### src/rtl/hdu_multicycle.sv
// Hazard detection unit for a pipeline with a multi-cycle data memory.
// It handles load-use stalls of LOAD_LAT cycles, a memory-busy freeze, the branch IF flush and a saturating stall counter.
module hdu_multicycle #(
    parameter int ADDR_W      = 5,
    parameter int LOAD_LAT    = 1,
    parameter int CNT_W       = 16,
    parameter int ZERO_BYPASS = 1
) (
    input  logic              clk_i,
    input  logic              rst_i,
    input  logic [ADDR_W-1:0] ID_RS1addr_i,
    input  logic [ADDR_W-1:0] ID_RS2addr_i,
    input  logic              ID_RS1use_i,
    input  logic              ID_RS2use_i,
    input  logic [ADDR_W-1:0] EX_RDaddr_i,
    input  logic              EX_MemRead_i,
    input  logic              Branch_taken_i,
    input  logic              Mem_busy_i,
    output logic              select_o,
    output logic              PCWrite_o,
    output logic              IF_ID_write_o,
    output logic              IF_flush_o,
    output logic              Pipe_stall_o,
    output logic [CNT_W-1:0]  Stall_cnt_o
);

    localparam logic [0:0] ST_IDLE  = 1'b0;
    localparam logic [0:0] ST_STALL = 1'b1;
    localparam logic [2:0] LAT_M1   = 3'(LOAD_LAT - 1);
    localparam logic       ZB       = (ZERO_BYPASS != 0);

    generate
        if (LOAD_LAT < 1 || LOAD_LAT > 7) begin : g_bad_lat
            $fatal(1, "hdu_multicycle: LOAD_LAT must be within 1..7");
        end
    endgenerate

    logic [0:0]       r_state;
    logic [2:0]       r_rem;
    logic [CNT_W-1:0] r_cnt;

    logic [0:0]       w_state_nxt;
    logic [2:0]       w_rem_nxt;
    logic             w_rs1_hz;
    logic             w_rs2_hz;
    logic             w_hz;
    logic             w_stall_cyc;

    // A source equal to register 0 never creates a hazard when ZERO_BYPASS is set.
    assign w_rs1_hz = ID_RS1use_i && (EX_RDaddr_i == ID_RS1addr_i)
                      && !(ZB && (ID_RS1addr_i == {ADDR_W{1'b0}}));
    assign w_rs2_hz = ID_RS2use_i && (EX_RDaddr_i == ID_RS2addr_i)
                      && !(ZB && (ID_RS2addr_i == {ADDR_W{1'b0}}));
    assign w_hz     = EX_MemRead_i && (w_rs1_hz || w_rs2_hz);

    assign w_stall_cyc = !rst_i && (Mem_busy_i || (r_state == ST_STALL) || w_hz);

    // Pipeline control decode, in priority order: reset, freeze, load-use stall, then normal flow or flush.
    always_comb begin
        select_o      = 1'b0;
        PCWrite_o     = 1'b0;
        IF_ID_write_o = 1'b0;
        IF_flush_o    = 1'b0;
        Pipe_stall_o  = 1'b0;
        if (rst_i) begin
            Pipe_stall_o = 1'b0;
        end else if (Mem_busy_i) begin
            Pipe_stall_o = 1'b1;
        end else if ((r_state == ST_STALL) || w_hz) begin
            select_o = 1'b1;
        end else begin
            PCWrite_o     = 1'b1;
            IF_ID_write_o = 1'b1;
            IF_flush_o    = Branch_taken_i;
        end
    end

    // Next state and remaining-cycle count; a frozen cycle holds both.
    always_comb begin
        w_state_nxt = r_state;
        w_rem_nxt   = r_rem;
        if (!Mem_busy_i) begin
            case (r_state)
                ST_IDLE: begin
                    if (w_hz && (LOAD_LAT > 1)) begin
                        w_state_nxt = ST_STALL;
                        w_rem_nxt   = LAT_M1;
                    end else begin
                        w_state_nxt = ST_IDLE;
                        w_rem_nxt   = 3'd0;
                    end
                end
                ST_STALL: begin
                    if (r_rem <= 3'd1) begin
                        w_state_nxt = ST_IDLE;
                        w_rem_nxt   = 3'd0;
                    end else begin
                        w_state_nxt = ST_STALL;
                        w_rem_nxt   = r_rem - 3'd1;
                    end
                end
                default: begin
                    w_state_nxt = ST_IDLE;
                    w_rem_nxt   = 3'd0;
                end
            endcase
        end else begin
            w_state_nxt = r_state;
            w_rem_nxt   = r_rem;
        end
    end

    // State registers and the saturating stall counter.
    always_ff @(posedge clk_i) begin
        if (rst_i) begin
            r_state <= ST_IDLE;
            r_rem   <= 3'd0;
            r_cnt   <= {CNT_W{1'b0}};
        end else begin
            r_state <= w_state_nxt;
            r_rem   <= w_rem_nxt;
            if (w_stall_cyc && (r_cnt != {CNT_W{1'b1}})) begin
                r_cnt <= r_cnt + {{(CNT_W-1){1'b0}}, 1'b1};
            end else begin
                r_cnt <= r_cnt;
            end
        end
    end

    assign Stall_cnt_o = r_cnt;

endmodule

### config.mk
export PLATFORM = sky130hd
export DESIGN_NAME = hdu_multicycle
export DESIGN_NICKNAME = d
export VERILOG_FILES = /design/src/rtl/hdu_multicycle.sv
export SDC_FILE = /design/constraint.sdc
export NUM_CORES = 1
export LEC_CHECK = 0
export CAP_MARGIN = 20
export CORE_MARGIN = 1
export CORE_UTILIZATION = 35
export CTS_CLUSTER_SIZE = 40
export DETAILED_ROUTE_END_ITERATION = 8
export GPL_ROUTABILITY_DRIVEN = 0
export GPL_TIMING_DRIVEN = 1
export PLACE_DENSITY_LB_ADDON = 0.1
export SYNTH_ARGS = -nofsm -noshare
export SYNTH_HDL_FRONTEND = slang
export SYNTH_SLANG_ARGS = --single-unit
### constraint.sdc
create_clock -name clk_i -period 2.2 [get_ports clk_i]
set_input_delay 0.22 -clock clk_i [delete_from_list [all_inputs] [get_ports clk_i]]
set_output_delay 0.22 -clock clk_i [all_outputs]
set_load 0.02 [all_outputs]
Word-level counts from Yosys, hierarchy flattened

Cells that the tools add are included.

Bitwise operators: 1
Mux-type cells: 15
Reductions and logical operators: 16
Add/sub/neg operators: 2
Equal/unequal tests: 3
$lt $le $gt $ge: 1

Operator list:

| kind                                                           | number |
|---|---|
| adder 16 x 1 -> 16 bit, second input constant                  | 1 |
| != test 16 bit, second input constant                          | 1 |
| 2-to-1 mux 1 bit                                               | 12 |
| == test 5 bit                                                  | 2 |
| logical NOT 5 bit                                              | 2 |
| logical AND 1 bit                                              | 7 |
| one-hot mux 3 bit (2 select lines)                             | 1 |
| logical OR 1 bit                                               | 4 |
| less-or-equal comparator 3 x 1 -> 1 bit, second input constant | 1 |
| logical NOT 1 bit                                              | 3 |
| 2-to-1 mux 3 bit                                               | 1 |
| subtractor 3 x 1 -> 3 bit, second input constant               | 1 |
| one-hot mux 1 bit (2 select lines)                             | 1 |
| NOT 1 bit                                                      | 1 |

Output and inout bits: 21
Register bits: 20
Logic and storage cells: 41
Bits of input ports: 22

Depth between registers and ports, before layout

Gate-level depths: netlist of the first run.

Word-level depth: 9
Mapped depth: 7
Depth with buffers taken out: 7

Worst setup path after synthesis of the first run

OpenSTA, ideal clock, no wires.

Path type: flip-flop to flip-flop
From: register r_cnt[0] (netlist: Stall_cnt_o[0])
To: register r_cnt[5] (netlist: Stall_cnt_o[5])
Period minus slack after synthesis: 2.002 ns
Slack: 0.198 ns
Data required time: 2.072 ns
Library setup time: 0.128 ns
Stages on the path, launching flop included: 8
Path buffers: 0
Arrival time: 1.874 ns
Cells stage by stage: dfxtp_1 > ha_1 > and3_1 > nand4_1 > nor3_1 > a2111oi_0 > xnor2_1 > nor2_1

Cells in the longest elaborated chain, start to end: 2
Elaborated cells between the ends (all ways): 3
Those cells by class: add/sub (1); eq/ne (1); reduce/logical (1)

Ends and longest elaborated chain:

| item                                                                           | RTL line | text |
|---|---|---|
| start: declaration                                                             | 40       | `logic [CNT_W-1:0] r_cnt;` |
| start signal: assignment                                                       | 118      | `r_cnt <= {CNT_W{1'b0}};` |
| start signal: assignment                                                       | 123      | `r_cnt <= r_cnt + {{(CNT_W-1){1'b0}}, 1'b1};` |
| start signal: assignment                                                       | 125      | `r_cnt <= r_cnt;` |
| parallel branches: the longest is 2 deep, another holds adder 16 x 1 -> 16 bit | --       |  |

Several ways; the timed one is not identified.
A chain may end at the register's enable or synchronous reset.

Final worst setup path of the first run

From: input ID_RS1addr_i[1]
To: output IF_flush_o

Cells in the longest elaborated chain, start to end: 9
Elaborated cells between the ends (all ways): 11
Those cells by class: eq/ne (1); mux (3); reduce/logical (7)

Ends and longest elaborated chain:

| item                                                   | RTL line | text |
|---|---|---|
| start: declaration                                     | 11       | `input logic [ADDR_W-1:0] ID_RS1addr_i,` |
| == test 5 bit or logical NOT 5 bit (tied branches)     | 50, 51   |  |
| logical AND 1 bit or logical NOT 1 bit (tied branches) | 50, 51   |  |
| logical AND 1 bit *                                    | 51       | `&& !(ZB && (ID_RS1addr_i == {ADDR_W{1'b0}}));` |
| logical OR 1 bit *                                     | 54       | `assign w_hz = EX_MemRead_i && (w_rs1_hz \|\| w_rs2_hz);` |
| logical AND 1 bit *                                    | 54       |  |
| logical OR 1 bit *                                     | 69       | `end else if ((r_state == ST_STALL) \|\| w_hz) begin` |
| 2-to-1 mux 1 bit *                                     | 69       |  |
| 2-to-1 mux 1 bit *                                     | 67       | `end else if (Mem_busy_i) begin` |
| 2-to-1 mux 1 bit *                                     | 65       | `if (rst_i) begin` |
| end: declaration                                       | 22       | `output logic IF_flush_o,` |

Mark *: on every way between the ends. The rest lies on a longest branch, timed or not.

==> results of run 1 <==
metrics by stage:
stage / util, % / total power, W / setup TNS [ps]
finish: 57.1 / 0.000828 / 0
global route: 57.1 / 0.000863 / -13.6
CTS: 55.3 / 0.000829 / 0
detailed placement: 53.9 / 0.000523 / -1930
global placement: 53.9 / 0.000522 / -1750
floorplan: - / 0.000442 / 0
cell type report:
cell class / count / area share (%)
Timing Repair Buffer: 57 / 28.2
Sequential cell: 20 / 20.8
Clock inverter: 1 / 1.55
Inverter: 7 / 1.36
Clock buffer: 3 / 1.16
Multi-Input combinational cell: 112 / 43.9
Tap cell: 46 / 2.97
cell usage in the layout (no fill, tap or decap), drive strengths merged, types with 7 or more instances in the layout:
cell / Yosys / layout
buf: 2 / 15
dfxtp: 20 / 20
nand2: 8 / 8
xor2: 7 / 7
nand3: 8 / 8
xnor2: 8 / 8
inv: 7 / 7
clkdlybuf4s50: 0 / 34
nor2: 17 / 17
how the worst max path moves through the flow:
stage | endpoint | slack [ps]
floorplan | Stall_cnt_o[5]$_SDFFE_PP0P_ | 200
detailed placement | IF_flush_o | -290
global route | IF_flush_o | -10
CTS | Stall_cnt_o[5]$_SDFFE_PP0P_ | 20
finish | IF_flush_o | 60
global placement | IF_flush_o | -290
cells in the mapped netlist (2+ instances only):
cell type | number | area (um2)
nor2_1 | 17 | 63.8
xor2_1 | 7 | 61.3
xnor2_1 | 8 | 70.1
dfxtp_1 | 20 | 400
o21ai_0 | 2 | 10.0
a211oi_1 | 5 | 37.5
o211ai_1 | 2 | 15.0
nand3_1 | 8 | 40.0
nor3_2 | 3 | 30.0
nor2b_1 | 3 | 18.8
inv_1 | 7 | 26.3
clkbuf_1 | 3 | 11.3
a2111oi_0 | 6 | 52.6
nand4_1 | 5 | 31.3
o311ai_0 | 4 | 35.0
ha_1 | 3 | 37.5
a21oi_1 | 6 | 30.0
o21bai_1 | 3 | 22.5
nor4_1 | 3 | 18.8
o31ai_1 | 4 | 30.0
nand2_1 | 8 | 30.0
power by group:
group          internal (W)  switching (W)  leakage, nW
clock              0.000184       0.000121       0.0279
combinational     0.0000786      0.0000739        0.506
sequential         0.000366     0.00000398        0.162
worst max-delay path, cell delays in order:
cell and delay, ps:
clkdlybuf4s50_1 450, xor2_1 190, nor3_2 270, a41oi_4 170, and2_4 180, and3_2 200
clkdlybuf4s15_2 250
registers in the layout, indices dropped and copies added, names as in the netlist:
register	flops
Stall_cnt_o	16
r_state	1
r_rem	3
routing by layer:
| metal | GRT usage (%) | part of all wire (%) | up-vias |
|---|---|---|---|
| met1 | 22.1 | 45 | 603 |
| met4 | 4.76 | 0.57 | 0 |
| met2 | 30.6 | 50 | 34 |
| met5 | 0 | 0 | - |
| met3 | 4.14 | 4.7 | 2 |
| li1 | - | - | 652 |
kinds of logic (layout without fill, tap and decap cells):
logic type / count (synthesis) / in the layout / synth area share, %
XOR/XNOR: 15 / 15 / 10.5
AND/OR/NAND/NOR: 57 / 57 / 25.4
AO/OA/AOI/OAI: 37 / 37 / 24.7
buffers and inverters: 12 / 68 / 4.50
flip-flops: 20 / 20 / 32.0
adder cells (fa/ha/maj): 3 / 3 / 3.00
what timing repair did:
action                     in CTS  in global routing
pin swaps                       0                  3
hold endpoints to repair        0                  0
resized for setup               6                 20
cloned                          0                  0
setup endpoints to repair       4                 10
==> out/qor.csv, run 1 <==
stage,metric,value,unit
floorplan,io-pin-count,43,
placement,pre_cts_slack,-290,ps
grt,grt_overflow,0,
logic_synthesis,syn_inst,144,
sta,worst_pin_slew,494,ps
setup_path,crit_path_start_kind,input port,
floorplan,core,0.00339,mm2
final_layout,postLayoutCellArea,0.00194,mm2
clock_tree,cts.sinks,20,
min_path,holdPathStages,1,
logic_synthesis,synth-edff-count,0,
clock_tree,cts.root.buffer_cell,clkbuf_4,
floorplan,dieArea,0.00382,mm2
sta,setup_viol,0,
logic_synthesis,synth_warnings,0,
final_layout,layout.cells.non_filler,246,
power_and_ir_drop,irDropWorstVdd,0.445,mV
setup_path,regToRegSetupSlack,220,ps
sta,fin_ws,61.9,ps
setup_path,regToRegEndpoint,Stall_cnt_o[14]$_SDFFE_PP0P_,
final_layout,area_growth,54.5,%
final_layout,n_antenna_cell,0,
final_layout,layout.nets,226,
clock_tree,ctsHoldBuffers,0,
setup_path,crit_type,input port to output pin,
job,drv_cap,0,
grt,grt_max_degree,16,
setup_path,setup.worst_path.start,ID_RS1addr_i[1],
detailed_routing,ant_nets,0,
setup_path,crit_fanout,4,
floorplan,die_h,61.8,um
sta,timing.final.crit_share,97.2,%
clock_tree,cts_inserted_buffers,3,
logic_synthesis,avgSynthCellArea,8.70,um2
setup_path,crit_required,1980,ps
logic_synthesis,async_reset_ff_share,0,%
sta,hold_viol_final,0,
min_path,holdCritPathClass,register to register,
power_and_ir_drop,powerDensity,428,mW/mm2
outcome,outcome,completed,
clock_tree,post_cts_buffers,0,
clock_tree,cts.path.max_buffers,2,
sta,rsz0062_at_grt,true,
sta,relSlewSlack,66.2,%
floorplan,die_w,61.8,um
placement,dp.cells,242,
clock_tree,htree_levels,1,
detailed_routing,drc,0,
final_layout,ff_latch_area,403,um2
detailed_routing,dr_total_vias,1291,
setup_path,r2r_cells,8,
placement,portBuffers,42,
detailed_routing,first_pass_iters,4,
clock_tree,cts_tree,built,
floorplan,start_util,37.0,%
detailed_routing,vias_per_cell,5.25,
logic_synthesis,synth_cell_type_count,38,
logic_synthesis,synth_seq_cells,20,
final_layout,layout-drive-gt1-share,20.5,%
clock_tree,clk_latency,300,ps
detailed_routing,routed_wl,3.32,mm
logic_synthesis,ys.flop_type,dfxtp_1,
grt,grt_usage,17.7,%
min_path,min_to,Stall_cnt_o[0]$_SDFFE_PP0P_,
detailed_routing,avgRoutedWirePerCell,13.5,um
setup_path,reg2reg_from,Stall_cnt_o[0]$_SDFFE_PP0P_,
setup_path,end_kind,output pin,
logic_synthesis,synth_fp_nets,169,
grt,grt_pass1_vias,1150,
logic_synthesis,seq_area_frac_synth,32.0,%
logic_synthesis,synth.cell_area,0.00125,mm2
sta,finalCriticalPeriod,2140,ps
grt,grt_pass1_wl,4.97,mm
sta,skew,1.07,ps
setup_path,crit_arrival,1920,ps
min_path,hold_start,Stall_cnt_o[0]$_SDFFE_PP0P_,
floorplan,rows,21,
detailed_routing,drt_iter0_markers,49,
clock_tree,cts.clk_slew.worst_paths,120,ps
final_layout,multi_input_area,850,um2
placement,placed_area,0.00183,mm2
placement,post-dp-hpwl,2.42,mm
sta,max_clock_freq,468,MHz
power_and_ir_drop,leakage,0.696,nW
final_layout,fillers,331,
sta,slew_viol_final,0,
sta,holdWs,493,ps
grt,antenna_found_initial,0,
No activity file was read; power rests on OpenSTA's default activity.
==> run 2, diff against run 1 <==
Settings changed: ABC_AREA from default to 1.
==> out/qor.csv, run 2 <==
stage,metric,value,unit
grt,grt_usage,16.8,%
logic_synthesis,synth_seq_cells,20,
clock_tree,cts.root.buffer_cell,clkbuf_8,
floorplan,die_w,65.5,um
outcome,outcome,completed,
logic_synthesis,synth_cell_type_count,28,
placement,dp.cells,311,
power_and_ir_drop,irDropWorstVdd,0.407,mV
min_path,holdCritPathClass,register to register,
setup_path,end_kind,output pin,
sta,worst_pin_slew,309,ps
placement,placed_area,0.00187,mm2
floorplan,core,0.00377,mm2
grt,grt_overflow,0,
logic_synthesis,seq_area_frac_synth,28.4,%
clock_tree,clk_latency,250,ps
final_layout,multi_input_area,850,um2
logic_synthesis,synth_fp_nets,250,
clock_tree,cts.clk_slew.worst_paths,70,ps
power_and_ir_drop,powerDensity,398,mW/mm2
detailed_routing,vias_per_cell,4.66,
logic_synthesis,async_reset_ff_share,0,%
final_layout,largest_register_ffs,16,
clock_tree,cts.sinks,20,
sta,rsz0062_at_grt,false,
logic_synthesis,synth_top_area_share,28.4,%
grt,grt_pass1_wl,5.61,mm
floorplan,rows,22,
final_layout,layout.cells.non_filler,314,
sta,relSlewSlack,78.8,%
detailed_routing,routed_wl,3.33,mm
clock_tree,htree_levels,1,
final_layout,layout_commonest_cell,nand2_1,
final_layout,final_cell_mix,"nand2_1 (65), clkdlybuf4s50_1 (38), inv_1 (31)",
logic_synthesis,synthTopCellsByCount,"nand2_1 (65), inv_1 (31), nand3_1 (24), dfxtp_1 (20), nor2_1 (19)",
logic_synthesis,ys.flop_type,dfxtp_1,
floorplan,dieArea,0.00429,mm2
final_layout,fillers,400,
logic_synthesis,syn_inst,225,
setup_path,crit_path_start_kind,input port,
logic_synthesis,synth.cell_area,0.00141,mm2
power_and_ir_drop,leakage,0.800,nW
clock_tree,cts_inserted_buffers,3,
logic_synthesis,synth_top_area_cell,dfxtp_1,
setup_path,crit_required,1980,ps
sta,slew_viol_final,0,
logic_synthesis,synth_warnings,0,
final_layout,area_growth,34.6,%
final_layout,ff_latch_area,400,um2
clock_tree,post_cts_buffers,0,
placement,post-dp-hpwl,2.51,mm
clock_tree,cts_tree,built,
setup_path,crit_arrival,1790,ps
detailed_routing,first_pass_iters,4,
setup_path,crit_fanout,4,
logic_synthesis,yosysMostFrequentCell,nand2_1,
sta,skew,3.23,ps
clock_tree,cts.path.max_buffers,2,
floorplan,die_h,65.5,um
setup_path,crit_type,input port to output pin,
clock_tree,cts_resized,4,
clock_tree,ctsHoldBuffers,0,
logic_synthesis,ys_top_cells_by_area,"dfxtp_1 (28%), nand2_1 (17%), nand3_1 (8.5%), inv_1 (8.3%), xor2_1 (6.2%)",
final_layout,layout.nets,293,
setup_path,reg2reg_from,Stall_cnt_o[0]$_SDFFE_PP0P_,
grt,antenna_found_initial,0,
final_layout,postLayoutCellArea,0.00190,mm2
detailed_routing,ant_nets,0,
final_layout,n_antenna_cell,0,
detailed_routing,dr_total_vias,1464,
min_path,hold_start,r_rem[2]$_SDFFE_PP0N_,
final_layout,layout-drive-gt1-share,6.77,%
setup_path,setup.worst_path.start,EX_RDaddr_i[1],
detailed_routing,drt_iter0_markers,105,
sta,timing.final.crit_share,91.5,%
job,drv_cap,0,
sta,setup_viol,0,
floorplan,start_util,37.4,%
logic_synthesis,avgSynthCellArea,6.27,um2
detailed_routing,drc,0,
logic_synthesis,synth-edff-count,0,
detailed_routing,avgRoutedWirePerCell,10.6,um
floorplan,io-pin-count,43,
sta,finalCriticalPeriod,2010,ps
sta,hold_viol_final,0,
grt,grt_max_degree,18,
sta,max_clock_freq,497,MHz
placement,portBuffers,42,
grt,grt_pass1_vias,1304,
[run 2: worst max-delay path: stages]
cell             delay, ps
clkdlybuf4s50_1        530
inv_1                   70
nand2_1                 60
nand2_1                 50
nor2_1                 120
nand4_1                110
nand2_1                 90
nand2_1                 80
nand2_2                 90
nor2_1                  50
dlygate4sd2_1          330
[run 2: final timing paths]
check	to	slack (ps)	cells after the start
setup / recovery	IF_ID_write_o	190	11
hold / removal	r_rem[2]$_SDFFE_PP0N_	490	2
setup reg to reg	Stall_cnt_o[8]$_SDFFE_PP0P_	340	9
hold reg to reg	r_rem[2]$_SDFFE_PP0N_	490	2
[run 2: logic make-up (layout without fill, tap and decap cells)]
kind of cell,count (synthesis),after routing,synth area share [%]
flip-flops,20,20,28.4
adder cells (fa/ha/maj),3,3,2.66
buffers and inverters,39,80,11.4
AO/OA/AOI/OAI,23,23,8.87
XOR/XNOR,13,13,8.07
AND/OR/NAND/NOR,127,127,40.6
[run 2: metal layers]
metal	share of wire, %	up-vias	GRT usage (%)	routed length (um)
li1	-	794	-	-
met1	53	638	23.2	1760
met2	42	30	26.2	1410
met3	3.8	2	3.30	128
met4	0.93	0	4.89	31
met5	0	-	0	0
[run 2: metrics by stage]
step                      worst slack, ps  hold slack [ps]  setup TNS [ps]  utilization [%]  power (W)
after floorplan                       438              312               0                -   0.000457
after global placement               -191              472            -470             49.6   0.000528
after detailed placement             -190              477            -454             49.6   0.000528
after CTS                            97.4              491               0             50.5   0.000767
after global routing                 22.5              533               0             50.3   0.000797
final                                 187              489               0             50.3   0.000755
[run 2: layout make-up]
cell class / instances / area share, %
clock buffers: 3 / 2.18
inverters: 33 / 6.53
multi-input cells: 166 / 44.8
flip-flops and latches: 20 / 21.1
well taps: 48 / 3.16
repair buffers: 44 / 22.3
[run 2: where the power goes]
part | switching [W] | internal [W] | total [W]
logic | 0.0000777 | 0.0000674 | 0.000145
clock network | 0.000116 | 0.000122 | 0.000238
registers | 0.00000507 | 0.000367 | 0.000372
total | 0.000199 | 0.000556 | 0.000755
==> run 3, diff against run 2 <==
Settings changed: HOLD_SLACK_MARGIN from default to 0.05.
==> results of run 3 <==
Final layout, timing and power as in run 2 (identical DEF).
